$ cat src/rtl/wb_axi_drain_ctrl.sv
// rtl/wb_axi_drain_ctrl.sv - drains the write-buffer head line as one 4-beat AXI4 INCR write burst
// Optional feature macro: WB_DRAIN_ERR_EN (sticky bresp error flag and first error address)
module wb_axi_drain_ctrl #(
    parameter int          ADDR_W    = 32,
    parameter int          LINE_W    = 128,
    parameter int          BEAT_W    = 32,
    parameter logic [3:0]  AXI_ID    = 4'd1,
    parameter int          MAX_DEFER = 15
) (
    input  logic                  clk,
    input  logic                  rst,
    input  logic                  wb_wen_i,
    input  logic [ADDR_W-1:0]     wb_waddr_i,
    input  logic [LINE_W-1:0]     wb_wdata_i,
    input  logic                  wb_full_i,
    output logic                  wb_done_o,
    input  logic                  rd_req_i,
    output logic                  busy_o,
    output logic [3:0]            awid_o,
    output logic [ADDR_W-1:0]     awaddr_o,
    output logic [7:0]            awlen_o,
    output logic [2:0]            awsize_o,
    output logic [1:0]            awburst_o,
    output logic                  awvalid_o,
    input  logic                  awready_i,
    output logic [BEAT_W-1:0]     wdata_o,
    output logic [BEAT_W/8-1:0]   wstrb_o,
    output logic                  wlast_o,
    output logic                  wvalid_o,
    input  logic                  wready_i,
    input  logic [1:0]            bresp_i,
    input  logic                  bvalid_i,
    output logic                  bready_o
`ifdef WB_DRAIN_ERR_EN
    ,
    output logic                  err_o,
    output logic [ADDR_W-1:0]     err_addr_o
`endif
);

    localparam int BEATS   = LINE_W / BEAT_W;
    localparam int BEAT_CW = (BEATS > 1) ? $clog2(BEATS) : 1;
    localparam int DEFER_W = $clog2(MAX_DEFER + 1);
    localparam logic [BEAT_CW-1:0] LAST_BEAT = BEAT_CW'(BEATS - 1);
    localparam logic [DEFER_W-1:0] DEFER_MAX = DEFER_W'(MAX_DEFER);

    typedef enum logic [2:0] {
        S_IDLE,
        S_AW,
        S_W,
        S_B,
        S_DONE
    } state_t;

    state_t               r_state;
    state_t               w_next;
    logic [ADDR_W-1:0]    r_addr;
    logic [LINE_W-1:0]    r_line;
    logic [BEAT_CW-1:0]   r_beat;
    logic [DEFER_W-1:0]   r_defer;
    logic                 w_start;
    logic                 w_last_beat;

    // Refills win arbitration unless the buffer is full or the drain has waited too long.
    assign w_start     = wb_wen_i && (!rd_req_i || wb_full_i || (r_defer == DEFER_MAX));
    assign w_last_beat = (r_beat == LAST_BEAT);

    always_ff @(posedge clk or posedge rst) begin
        if (rst) begin
            r_state <= S_IDLE;
        end else begin
            r_state <= w_next;
        end
    end

    always_comb begin
        w_next = r_state;
        case (r_state)
            S_IDLE: if (w_start)                   w_next = S_AW;
            S_AW:   if (awready_i)                 w_next = S_W;
            S_W:    if (wready_i && w_last_beat)   w_next = S_B;
            S_B:    if (bvalid_i)                  w_next = S_DONE;
            S_DONE:                                w_next = S_IDLE;
            default:                               w_next = S_IDLE;
        endcase
    end

    always_comb begin
        awvalid_o = 1'b0;
        wvalid_o  = 1'b0;
        wlast_o   = 1'b0;
        bready_o  = 1'b0;
        wb_done_o = 1'b0;
        busy_o    = (r_state != S_IDLE);
        case (r_state)
            S_AW:   awvalid_o = 1'b1;
            S_W: begin
                wvalid_o = 1'b1;
                wlast_o  = w_last_beat;
            end
            S_B:    bready_o  = 1'b1;
            S_DONE: wb_done_o = 1'b1;
            default: ;
        endcase
    end

    always_ff @(posedge clk or posedge rst) begin
        if (rst) begin
            r_addr  <= '0;
            r_line  <= '0;
            r_beat  <= '0;
            r_defer <= '0;
        end else begin
            case (r_state)
                S_IDLE: begin
                    if (w_start) begin
                        r_addr  <= wb_waddr_i;
                        r_line  <= wb_wdata_i;
                        r_defer <= '0;
                    end else if (wb_wen_i) begin
                        if (r_defer != DEFER_MAX) begin
                            r_defer <= r_defer + 1'b1;
                        end
                    end else begin
                        r_defer <= '0;
                    end
                end
                S_AW: if (awready_i) r_beat <= '0;
                S_W:  if (wready_i)  r_beat <= r_beat + 1'b1;
                default: ;
            endcase
        end
    end

    assign awid_o    = AXI_ID;
    assign awaddr_o  = r_addr;
    assign awlen_o   = 8'(BEATS - 1);
    assign awsize_o  = 3'b010;
    assign awburst_o = 2'b01;
    assign wdata_o   = r_line[int'(r_beat) * BEAT_W +: BEAT_W];
    assign wstrb_o   = '1;

`ifdef WB_DRAIN_ERR_EN
    logic                 r_err;
    logic [ADDR_W-1:0]    r_err_addr;

    // Only the first failing burst is recorded; the entry is still popped.
    always_ff @(posedge clk or posedge rst) begin
        if (rst) begin
            r_err      <= 1'b0;
            r_err_addr <= '0;
        end else if ((r_state == S_B) && bvalid_i && (bresp_i != 2'b00) && !r_err) begin
            r_err      <= 1'b1;
            r_err_addr <= r_addr;
        end
    end

    assign err_o      = r_err;
    assign err_addr_o = r_err_addr;
`else
    logic w_unused_bresp;
    assign w_unused_bresp = ^bresp_i;
`endif

endmodule

$ cat config.mk
export PLATFORM = sky130hd
export DESIGN_NAME = wb_axi_drain_ctrl
export DESIGN_NICKNAME = d
export VERILOG_FILES = /design/src/rtl/wb_axi_drain_ctrl.sv
export SDC_FILE = /design/constraint.sdc
export NUM_CORES = 1
export LEC_CHECK = 0
export ABC_CLOCK_PERIOD_IN_PS = 8600
export BUFFER_PORTS_ARGS = -buffer_cell sky130_fd_sc_hd__buf_4
export CAP_MARGIN = 20
export CORE_MARGIN = 1
export CORE_UTILIZATION = 40
export DETAILED_ROUTE_END_ITERATION = 6
export PLACE_DENSITY = 0.69
export SLEW_MARGIN = 20
export SYNTH_ARGS = -nofsm -noshare
export SYNTH_HDL_FRONTEND = slang
export SYNTH_SLANG_ARGS = --single-unit
$ cat constraint.sdc
create_clock -name clk -period 8.6 [get_ports clk]
set_input_delay 0 -clock clk [delete_from_list [all_inputs] [get_ports clk]]
set_output_delay 0 -clock clk [all_outputs]
set_load 0.1 [all_outputs]
==> metrics.txt <==
PortBufs=237; hold buffers post-CTS=166; simple-gate share of the synthesized area=0.01985; final hold viol count=0; Worst-Skew Late Latency=0.43 ns; ant diodes=0; # setup viols final=0; Compound-Gate Fraction of Synth Area=0.01393; slowest stage delay, CP=0.66 ns; Post-CTS Setup Bufs=0; initial drt markers=207; post-cts sizing count=0; pin count of the biggest net entering global routing=144; commonest non-fill, non-tap cells in the layout=buf_4, dfrtp_1, dlygate4sd3_1; vias per std cell=4.688; post-synthesis cell type count=33; Startpoint Class=flop; DRT Pass-1 Iters=4; DRC=0; Rows=50; Synth Flop Type=dfrtp_1; Initial Util=0.4123; RSZ-0062 raised after global routing=no; CP Data Required Time=8.90 ns; Die Span Y=141.8 um; highest clock rate=0.3340 GHz; CTS max path bufs=2; GRT Total Usage=0.1992; Final TNS setup=0 ns; Hold WC Path Type=in2reg; Post-synth EDFFs=0; outcome=completed; root buf cell=clkbuf_16; mux cell area share after synthesis=0.3720; H-tree lvl count=4; Core Box Area=18960 sq um; Avg WL per Cell=17.18 um; CTS Buf Count=17; post-layout minimum cycle time=2.994 ns; CTS clk-pin slew, worst paths=0.07 ns; Top Ports=261; post-synthesis area per instance=16.92 sq um; crit path DAT=3.30 ns; P&R area growth vs syn=53.61%; CP Capture Type=flop; Synth Area in Adders=0.003202; total wire length=19460 um; Final Skew=0.01018 ns; register area share after synthesis=0.5411; grt ovf=0; share of cells above drive strength 1=0.5384; initial antenna violation count=0; die area=20100 sq um; cell area after synthesis=7816 sq um; vias in the first global route=6031; crit-path max FO=143; CP cell instances=ha_1, and3_1, o211ai_4, buf_12, mux2_2; antenna-violating nets left=0; Slowest cell on crit path=buf_12; Yosys warning count=0; Crit Path Category=reg2reg; max_slew headroom=0.2658; Synth Instances=462; commonest non-fill, non-tap cell in the layout=buf_4; GPL Wtd Cong=0.8018; #FFs+latches synth=169; main combinational cell family by area after synthesis=multiplexers; final period utilization=0.3482; Slew Viols, Final=0; Vias=5311; Synth Area in XOR/XNOR=0; ys async rst share=1.000; CTS tree=built; layout net count=1032; Die X=141.8 um; clock sinks=169; DP HPWL=11420 um; max cap viols=0; worst-margin pin slew=1.101 ns; first-pass GRT wire length=30750 um
[cells by family (layout without fill, tap and decap cells)]
family,count (synthesis),in the layout
compound gates,15,15
fa+ha+maj,2,2
buf+inv,54,446
flops,169,169
mux,193,193
other cells,2,21
simple gates,27,27
[synth_stat cells (2+ instances only)]
| library cell | number | area [sq um] |
|---|---|---|
| a21oi_1 | 4 | 20.02 |
| buf_2 | 15 | 75.07 |
| buf_4 | 21 | 157.7 |
| buf_6 | 11 | 123.9 |
| conb_1 | 2 | 7.510 |
| dfrtp_1 | 169 | 4229 |
| ha_1 | 2 | 25.02 |
| inv_1 | 6 | 22.52 |
| mux2_2 | 60 | 675.7 |
| mux2_4 | 100 | 1501 |
| mux4_2 | 32 | 720.7 |
| nand2_1 | 7 | 26.28 |
| nand2b_1 | 3 | 18.77 |
| nand3_1 | 4 | 20.02 |
| nor2_1 | 4 | 15.01 |
| nor3b_1 | 2 | 15.01 |
| o21ai_0 | 4 | 20.02 |
[state kept, by name, indices dropped and copies added (netlist names)]
register / cells
awaddr_o: 32
r_beat: 2
r_defer: 4
r_line: 128
r_state: 3
[final cells by class]
type	count	area, sq um
fill	1371	6949
sequential	169	4232
timing repair buffer	408	3523
multi-input combinational	258	3276
clock buffer	18	429.2
tap	260	325.3
clock inverter	14	193.9
inverter	6	27.53
[final timing paths]
kind	to	depth (start not counted)	slack [ns]	from
worst max-delay path	awaddr_o[12]	5	5.61	r_defer[0]
worst min-delay path	r_state[0]	4	0.08	rd_req_i
worst max register to register	awaddr_o[12]	5	5.61	r_defer[0]
worst min register to register	awaddr_o[18]	1	0.50	awaddr_o[18]
max in group asynchronous	r_line[74]	5	6.96	rst
min in group asynchronous	r_line[13]	3	0.10	rst
[routing by layer]
metal / track usage / part of all wire
met1: 0.2299 / 0.40
met2: 0.3606 / 0.53
met3: 0.05299 / 0.055
met4: 0.05886 / 0.012
met5: 0 / 0
[per-stage QoR]
| step | setup WS (ns) | cells | hold slack [ns] | utilization | area, sq um |
|---|---|---|---|---|---|
| after detailed placement | 5.715 | 933 | 0.2339 | 0.5104 | 9674 |
| after global routing | 5.496 | 1133 | 0.08521 | 0.6334 | 12010 |
| after global placement | 5.787 | 933 | 0.2327 | 0.5104 | 9674 |
| after floorplan | 4.025 | 481 | 0.1391 | - | 7888 |
| final | 5.606 | 1133 | 0.07758 | 0.6334 | 12010 |
| after CTS | 5.699 | 1131 | 0.06064 | 0.6309 | 11960 |
[worst max-delay path, delay by kind of cell (launching register included)]
family | cells | cell delay [ns]
DFF | 1 | 0.41
AOI/OAI and AO/OA | 1 | 0.63
buffers and inverters | 1 | 0.66
and+or+nand+nor | 1 | 0.20
muxes | 1 | 0.43
adders and majority gates | 1 | 0.25
Power is not shown: default switching activity piles up to over one toggle a cycle in this logic, so the estimate is an artifact.
